--- config.mk ---
export PLATFORM = sky130hd
export DESIGN_NAME = keypad_scan
export DESIGN_NICKNAME = d
export VERILOG_FILES = /design/src/rtl/keypad_scan_pkg.sv /design/src/rtl/keypad_scan_evfifo.sv /design/src/rtl/keypad_scan.sv
export SDC_FILE = /design/constraint.sdc
export NUM_CORES = 1
export LEC_CHECK = 0
export ABC_AREA = 1
export CAP_MARGIN = 5
export CORE_AREA = 2 2 122 124
export DETAILED_ROUTE_END_ITERATION = 6
export DIE_AREA = 0 0 124 126
export GPL_TIMING_DRIVEN = 0
export MAX_ROUTING_LAYER = met4
export PLACE_DENSITY = 0.71
export SKIP_CTS_REPAIR_TIMING = 1
export SLEW_MARGIN = 20
export SYNTH_ARGS = -nofsm -noshare
export SYNTH_HDL_FRONTEND = slang
export SYNTH_SLANG_ARGS = --single-unit
--- constraint.sdc ---
create_clock -name clk -period 2.8 [get_ports clk]
set_clock_uncertainty 0.2 [all_clocks]
set_input_delay 0.42 -clock clk [delete_from_list [all_inputs] [get_ports clk]]
set_output_delay 0.42 -clock clk [all_outputs]
set_load 0.02 [all_outputs]
--- src/rtl/keypad_scan_pkg.sv ---
// Shared definitions for the 4x4 keypad scanner: geometry, event format,
// event-engine states and small helpers used by the scanner and its bench.
package keypad_scan_pkg;

  localparam int KP_COLS = 4;
  localparam int KP_ROWS = 4;
  localparam int KP_KEYS = KP_COLS * KP_ROWS;
  localparam int KP_EV_W = 5;

  typedef enum logic {
    KP_IDLE = 1'b0,
    KP_EMIT = 1'b1
  } kp_state_t;

  // Active-low column drive with only the selected column pulled low.
  function automatic logic [KP_COLS-1:0] col_drive(input logic [1:0] ci);
    col_drive = ~(KP_COLS'(1) << ci);
  endfunction

  function automatic logic [KP_EV_W-1:0] make_event(input logic pressed,
                                                    input logic [3:0] idx);
    make_event = {pressed, idx};
  endfunction

endpackage

--- src/rtl/keypad_scan_evfifo.sv ---
// Synchronous show-ahead FIFO holding keypad press/release events.
// The head entry is visible on q whenever valid is high; q reads zero when empty.
module kp_evfifo #(
  parameter int WIDTH = 5,
  parameter int DEPTH = 8
) (
  input  logic                       clk,
  input  logic                       reset,
  input  logic                       push,
  input  logic [WIDTH-1:0]           data,
  input  logic                       pop,
  output logic                       valid,
  output logic [WIDTH-1:0]           q,
  output logic [$clog2(DEPTH+1)-1:0] count,
  output logic                       full
);

  localparam int AW = (DEPTH > 1) ? $clog2(DEPTH) : 1;
  localparam int CW = $clog2(DEPTH + 1);

  logic [WIDTH-1:0] mem [DEPTH];
  logic [AW-1:0]    wr_ptr;
  logic [AW-1:0]    rd_ptr;
  logic             do_push;
  logic             do_pop;

  assign valid   = (count != '0);
  assign full    = (count == CW'(DEPTH));
  assign do_pop  = pop && valid;
  // A pop frees the slot in the same cycle, so a full FIFO still accepts a push.
  assign do_push = push && (!full || do_pop);
  assign q       = valid ? mem[rd_ptr] : '0;

  always_ff @(posedge clk) begin
    if (!reset) begin
      wr_ptr <= '0;
      rd_ptr <= '0;
      count  <= '0;
    end else begin
      if (do_push) wr_ptr <= wr_ptr + AW'(1);
      if (do_pop)  rd_ptr <= rd_ptr + AW'(1);
      case ({do_push, do_pop})
        2'b10:   count <= count + CW'(1);
        2'b01:   count <= count - CW'(1);
        default: count <= count;
      endcase
    end
  end

  always_ff @(posedge clk) begin
    if (do_push) mem[wr_ptr] <= data;
  end

endmodule

--- src/rtl/keypad_scan.sv ---
// 4x4 matrix keypad scanner: column strobing, debounced key bitmap and a
// press/release event queue read by the host through ev_rd.
module keypad_scan
  import keypad_scan_pkg::*;
#(
  parameter int SCAN_DIV       = 1000,
  parameter int DEBOUNCE_SCANS = 4,
  parameter int FIFO_DEPTH     = 8
) (
  input  logic                            clk,
  input  logic                            reset,
  output logic [KP_COLS-1:0]              col,
  input  logic [KP_ROWS-1:0]              row,
  output logic [KP_KEYS-1:0]              keys,
  output logic                            key_any,
  output logic                            ev_valid,
  output logic [KP_EV_W-1:0]              ev_data,
  input  logic                            ev_rd,
  output logic [$clog2(FIFO_DEPTH+1)-1:0] ev_count,
  output logic                            overflow,
  input  logic                            ovf_clr
);

  localparam int DIV_W = (SCAN_DIV > 1) ? $clog2(SCAN_DIV) : 1;
  localparam int DC_W  = $clog2(DEBOUNCE_SCANS + 1);

  logic [KP_ROWS-1:0] row_meta;
  logic [KP_ROWS-1:0] row_sync;
  logic [KP_ROWS-1:0] rs;
  logic [DIV_W-1:0]   div;
  logic [1:0]         ci;
  logic [KP_KEYS-1:0] raw;
  logic [KP_KEYS-1:0] raw_new;
  logic [KP_KEYS-1:0] cand;
  logic [KP_KEYS-1:0] cand_next;
  logic [KP_KEYS-1:0] diff;
  logic [DC_W-1:0]    dcnt;
  logic [DC_W-1:0]    dcnt_next;
  logic               div_tc;
  logic               scan_end;
  logic               update;

  kp_state_t          state;
  logic [3:0]         ei;
  logic               push_r;
  logic [KP_EV_W-1:0] push_data;
  logic               fifo_full;
  logic               drop;

  assign rs       = ~row_sync;
  assign div_tc   = (div == DIV_W'(SCAN_DIV - 1));
  assign scan_end = div_tc && (ci == 2'd3);
  assign key_any  = |keys;

  // The full-scan image as it will look once the current column is captured.
  always_comb begin
    raw_new = raw;
    raw_new[{ci, 2'b00} +: KP_ROWS] = rs;
  end

  always_comb begin
    cand_next = cand;
    dcnt_next = dcnt;
    if (raw_new == cand) begin
      if (dcnt != DC_W'(DEBOUNCE_SCANS)) dcnt_next = dcnt + DC_W'(1);
    end else begin
      cand_next = raw_new;
      dcnt_next = DC_W'(1);
    end
  end

  assign update = scan_end && (dcnt_next == DC_W'(DEBOUNCE_SCANS)) && (cand_next != keys);

  // Rows are sampled on the last dwell cycle so the driven column has settled.
  always_ff @(posedge clk) begin
    if (!reset) begin
      row_meta <= '1;
      row_sync <= '1;
      div      <= '0;
      ci       <= '0;
      col      <= col_drive(2'd0);
      raw      <= '0;
      cand     <= '0;
      dcnt     <= '0;
      keys     <= '0;
      diff     <= '0;
    end else begin
      row_meta <= row;
      row_sync <= row_meta;
      if (div_tc) begin
        div <= '0;
        raw <= raw_new;
        ci  <= ci + 2'd1;
        col <= col_drive(ci + 2'd1);
      end else begin
        div <= div + DIV_W'(1);
      end
      if (scan_end) begin
        cand <= cand_next;
        dcnt <= dcnt_next;
      end
      if (update) begin
        diff <= keys ^ cand_next;
        keys <= cand_next;
      end
    end
  end

  // Event engine: one key index per cycle, pushing an event for each changed key.
  always_ff @(posedge clk) begin
    if (!reset) begin
      state     <= KP_IDLE;
      ei        <= '0;
      push_r    <= 1'b0;
      push_data <= '0;
    end else begin
      push_r <= 1'b0;
      case (state)
        KP_IDLE: begin
          if (update) begin
            state <= KP_EMIT;
            ei    <= '0;
          end
        end
        KP_EMIT: begin
          push_r    <= diff[ei];
          push_data <= make_event(keys[ei], ei);
          ei        <= ei + 4'd1;
          if (ei == 4'd15) state <= KP_IDLE;
        end
        default: state <= KP_IDLE;
      endcase
    end
  end

  assign drop = push_r && fifo_full && !ev_rd;

  // A drop in the same cycle as a clear wins, so no lost event goes unreported.
  always_ff @(posedge clk) begin
    if (!reset)       overflow <= 1'b0;
    else if (drop)    overflow <= 1'b1;
    else if (ovf_clr) overflow <= 1'b0;
  end

  kp_evfifo #(
    .WIDTH(KP_EV_W),
    .DEPTH(FIFO_DEPTH)
  ) u_evfifo (
    .clk  (clk),
    .reset(reset),
    .push (push_r),
    .data (push_data),
    .pop  (ev_rd),
    .valid(ev_valid),
    .q    (ev_data),
    .count(ev_count),
    .full (fifo_full)
  );

endmodule

==> flow_metrics.tcl, run 1 <==
set metrics [dict create \
    setup_viol 0 \
    cts.root.buffer_cell "clkbuf_16" \
    yosysUniqueCellTypes 38 \
    layout-drive-gt1-share_pct 16.7 \
    min_from "row_meta[2]" \
    power.leakage_nw 3.56 \
    die_area_sq_mm 0.0156 \
    critPathLaunchType "register" \
    cts_tree "done" \
    cp_max_fo 6 \
    drt_iter0_markers 537 \
    syn_nets 917 \
    n_fill_cell 1234 \
    cts_buffers 17 \
    relSlewSlack_pct 50.4 \
    synth_top_cell_by_area "dfxtp_1" \
    globalplace.congestion 0.886 \
    timing.hold.ws_ns 0.212 \
    overflow 0 \
    peakVddDrop_uv 425 \
    power_frac_clock_pct 38.7 \
    post-route-period-util_pct 99.8 \
    syn-instance-count 894 \
    cellPowerDensity_mw_per_mm2 639 \
    final_util_pct 61.7 \
    clock-sinks 156 \
    syn_area_sq_mm 0.00708 \
    hold_class "reg -> reg" \
    worst_slew_pin_slew_ns 0.744 \
    coreArea_sq_mm 0.0143 \
    num_rows 44 \
    path_clk_slew_ns 0.06 \
    firstDrtPassIters 7 \
    grt_first_pass_wirelength_mm 27.6 \
    port_buffers 39 \
    switching_power_w 0.00168 \
    yosys-top-cells-area "dfxtp_1 33%, edfxtp_1 17%, nand2_1 9.2%" \
    ios 40 \
    die_height_um 126 \
    path_class "reg -> reg" \
    fin_nets 986 \
    die_w_um 124 \
    clockBufferDepth 2 \
    ys.flop_type "dfxtp_1" \
    cp-end-kind "register" \
    vias_per_cell 5.35 \
    synthTopCellsByCount "173 x nand2_1, 116 x dfxtp_1, 110 x inv_1, 108 x nor2_1, 75 x o21ai_0" \
    antenna_found_initial 1 \
    wl_per_cell_um 15.6 \
    grt_max_degree 17 \
    grt_setup_unrepaired "true" \
    period_minus_slack_ns 2.79 \
    intPower_w 0.00396 \
    reg2reg_from "ci[0]" \
    num_vias 6207 \
    dp.cells 1117 \
    slew_violations 0 \
    yosysMostFrequentCell "nand2_1" \
    ys_seq_area_share_pct 49.8 \
    maxCapViolations 0 \
    sw_frac_of_total_pct 29.8 \
    failed_checks "DRC" \
    ys_warn_count 0 \
    synth-edff-count 40 \
    critPathLaunch "ci[0]" \
    async_flop_share_pct 0 \
    power_w 0.00564 \
    drtAntennaViolNets 0 \
    synth_area_per_cell_sq_um 7.91 \
    grt_pass1_vias 5541 \
    hold_viol_final 0 \
    crit_arrival_ns 2.89 \
    seq_area_sq_mm 0.00353 \
    power_frac_seq_pct 42.5 \
    cp_data_required_time_ns 2.89 \
    fin_cells 1161 \
    wl_mm 18.1 \
    syn2layout_area_growth_pct 24.9 \
    htree_levels 4 \
    hpwlAfterDp_mm 12.2 \
    ys_seq_elements 156 \
    synth_top_area_share_pct 32.8 \
    status "finished, violations left" \
    worstSkewPairLatency_ns 0.44 \
    start_util_pct 49.4 \
    remaining_drc_errors 1 \
    track_usage_pct 23.6 \
    max_freq_mhz 358 \
    p_comb_share_pct 18.9 \
    multi_input_area_sq_mm 0.00328 \
]
## registers in the layout, summed over array words and instances, names as in the netlist, 4 cells and up, named ones only
| name | flops |
|---|---|
| cand | 16 |
| col | 4 |
| diff | 16 |
| div | 10 |
| ei | 4 |
| keys | 16 |
| push_data | 5 |
| raw | 16 |
| row_meta | 4 |
| row_sync | 4 |
| u_evfifo.count | 4 |
| u_evfifo.mem | 40 |
## critical path, stage by stage, from the launching register on
cell,delay (ns)
dfxtp_4,0.39
inv_6,0.05
ha_4,0.32
nand2_2,0.06
nor2_2,0.14
nand2_1,0.13
nand3_1,0.09
nand2_1,0.05
nor2_1,0.08
nand2_1,0.08
nor2_2,0.17
nand3_2,0.16
nor2_4,0.16
nand3_4,0.13
buf_8,0.17
buf_8,0.13
nand3_2,0.06
a21oi_2,0.06
## through the flow
| step | cell area, sq um | setup slack [ns] | setup TNS, ns |
|---|---|---|---|
| 2_1_floorplan | 7080 | 0.240 | 0 |
| 3_3_place_gp | 7700 | -0.270 | -6.57 |
| 3_5_place_dp | 7700 | -0.322 | -8.45 |
| 4_1_cts | 8250 | -0.334 | -10.04 |
| 5_1_grt | 8840 | -0.100 | -1.73 |
| 6_report | 8840 | 0.00554 | 0 |
## final timing paths
check	end	slack [ns]	cells past startpoint
max	ei[1]	0.006	17
min	row_sync[2]	0.21	1
max reg2reg	ei[1]	0.006	17
min reg2reg	row_sync[2]	0.21	1
## power groups by stage
stage          combinational, W  clock, W  sequential, W
2_1_floorplan          0.000653         0        0.00246
3_3_place_gp            0.00104         0        0.00244
3_5_place_dp            0.00106         0        0.00245
4_1_cts                 0.00106   0.00220        0.00240
5_1_grt                 0.00121   0.00229        0.00241
6_report                0.00107   0.00218        0.00240
## cell type report
cell class	count	area share (%)
antenna	1	0.0283
buffer	34	2.41
clock buffer	19	5.13
clock inverter	13	1.19
inverter	119	5.24
multi-input combinational	585	37.2
sequential	156	40.0
tap	184	2.61
timing repair buffer	50	6.29
## layout by cell type, fill, tap and decap left out, drive strengths merged, types with 6 or more instances in the layout
cell and n:
a21oi 80, buf 17, clkbuf 47, clkdlybuf4s50 34
clkinvlp 6, dfxtp 116, edfxtp 40, ha 14
inv 121, nand2 175, nand3 47, nor2 112
o21ai 76, o22ai 23, or2 8, xor2 17
## logic make-up after synthesis
kind of cell	count (synthesis)	synth area share [%]
adders and majority gates	15	2.76
and+or+nand+nor	354	20.8
AOI/OAI and AO/OA	194	15.2
DFF	156	49.8
buffers and inverters	153	8.72
xor gates and xnor gates	22	2.72
## metal layers
layer  vias to the layer above  track usage (%)  wire length, um
li1                       3056                -                -
met1                      2905             32.3             8170
met2                       204             34.5             8590
met3                        42             4.80              934
met4                         0             8.99              458
met5                         -                -                0
Power figures use the tool's default switching activity.
==> run 2: changes to the inputs <==
==> constraint.sdc (replaced) <==
create_clock -name clk -period 2.8 [get_ports clk]
set_clock_uncertainty 0.2 [all_clocks]
set_input_delay 0.42 -clock clk [delete_from_list [all_inputs] [get_ports clk]]
set_output_delay 0.42 -clock clk [all_outputs]
set_load 0.05 [all_outputs]
==> flow_metrics.tcl, run 2 (same netlist as run 1, synthesis figures left out) <==
set metrics [dict create \
    cp_max_fo 10 \
    setup_slack_ns 0.0834 \
    peakVddDrop_uv 548 \
    overflow 0 \
    cellPowerDensity_mw_per_mm2 686 \
    power.leakage_nw 3.48 \
    clock-sinks 156 \
    layout-drive-gt1-share_pct 16.5 \
    final_area_sq_mm 0.00869 \
    largest_register_ffs 40 \
    num_rows 44 \
    cts_tree "done" \
    die_height_um 126 \
    crit_arrival_ns 2.84 \
    worstSkewPairLatency_ns 0.43 \
    power_w 0.00596 \
    min_from "row_meta[0]" \
    seq_area_sq_mm 0.00353 \
    cp-end-kind "register" \
    critPathLaunchType "register" \
    place_area_sq_mm 0.00773 \
    grt_pass1_vias 5608 \
    status "completed" \
    slew_violations 0 \
    cp_data_required_time_ns 2.92 \
    rr_worst_depth 15 \
    r2r_end "diff[10]" \
    globalplace.congestion 0.877 \
    maxCapViolations 0 \
    critPathLaunch "ci[0]" \
    post-route-period-util_pct 97.0 \
    min_to "row_sync[0]" \
    relSlewSlack_pct 50.2 \
    path_class "reg -> reg" \
    place_ws_ns -0.291 \
    worst_slew_pin_slew_ns 0.748 \
    num_vias 6154 \
    wl_per_cell_um 15.3 \
    htree_levels 4 \
    reg2reg_slack_ns 0.08 \
    path_clk_slew_ns 0.06 \
    antenna_cells 0 \
    hpwlAfterDp_mm 12.2 \
    reg2reg_from "ci[0]" \
    max_freq_mhz 368 \
    ios 40 \
    hold_path_depth 1 \
    vias_per_cell 5.31 \
    die_w_um 124 \
    remaining_drc_errors 0 \
    firstDrtPassIters 6 \
    drt_iter0_markers 641 \
    grt_first_pass_wirelength_mm 27.9 \
    syn2layout_area_growth_pct 22.8 \
    multi_input_area_sq_mm 0.00326 \
    hold_class "reg -> reg" \
    grt_max_degree 17 \
    start_util_pct 49.4 \
    fin_nets 984 \
    setup_viol 0 \
    final_util_pct 60.7 \
    n_fill_cell 1253 \
    hold_viol_final 0 \
    drtAntennaViolNets 0 \
    cts_buffers 17 \
    fin_tns_setup_ns 0 \
    track_usage_pct 23.7 \
    antenna_found_initial 0 \
    final_cell_mix "152 x nand2_1, 114 x dfxtp_1, 106 x inv_1" \
    regMostFlops "u_evfifo.mem" \
    final_common_cell "nand2_1" \
    cts.root.buffer_cell "clkbuf_16" \
    coreArea_sq_mm 0.0143 \
    period_minus_slack_ns 2.72 \
    wl_mm 17.7 \
    clockBufferDepth 2 \
    die_area_sq_mm 0.0156 \
    port_buffers 39 \
]
[run 2: changes by cell type in the layout (fill, tap and decap cells not counted), moves of 3 or more]
cell            before  now
a31oi_1              5    0
buf_2                1    4
inv_6                6    3
clkbuf_1            18   21
buf_6                1    5
clkbuf_2             5    9
nor2_2              12    9
dlymetal6s2s_1       5    2
clkbuf_16           21   17
a31oi_2              0    5
nand3_1             35   38
[run 2: through the flow]
step                hold WS [ns]  std cells
floorplan                  0.193        894
global placement           0.196       1117
detailed placement         0.198       1117
CTS                        0.214       1149
global route               0.228       1158
finish                     0.211       1158
[run 2: how the worst max path moves through the flow]
stage / end / slack (ns) / depth (start not counted)
floorplan: u_evfifo.count[3] / 0.02 / 14
global placement: diff[7] / -0.25 / 16
detailed placement: diff[7] / -0.29 / 16
CTS: ev_data[2] / -0.50 / 6
global route: diff[10] / -0.02 / 15
finish: diff[10] / 0.08 / 15
[run 2: report_power, final]
part / leakage, nW / internal, W / total [W] / switching, W
Clock: 0.270 / 0.00132 / 0.00226 / 0.000942
Combinational: 1.90 / 0.000376 / 0.00131 / 0.000932
Sequential: 1.31 / 0.00236 / 0.00240 / 0.0000413
Total: 3.48 / 0.00405 / 0.00596 / 0.00191
[run 2: critical path: stages, from the launching register on]
cell and delay [ns]:
dfxtp_4 0.39, inv_6 0.06, ha_4 0.33, nand2_1 0.08, inv_2 0.10, nand3_1 0.13
nand2_2 0.13, xor2_2 0.22, nand3_1 0.12, nor2_1 0.17, nand2_2 0.11, nand3_4 0.10
buf_2 0.24, nand2_1 0.10, nand2_1 0.09, a21oi_2 0.03
[run 2: metal layers]
metal | global-route usage [%] | share of wire, % | vias up
li1 | - | - | 3054
met2 | 36.5 | 48 | 158
met5 | - | 0 | -
met4 | 6.61 | 1.5 | 0
met1 | 31.5 | 47 | 2920
met3 | 5.16 | 4.3 | 22
[run 2: cell type report]
cell class | instances | area share (%)
sequential | 156 | 40.6
clock inverter | 13 | 1.66
tap | 184 | 2.65
timing repair buffer | 48 | 5.01
buffer | 34 | 2.23
clock buffer | 19 | 4.98
inverter | 119 | 5.30
multi-input combinational | 585 | 37.5
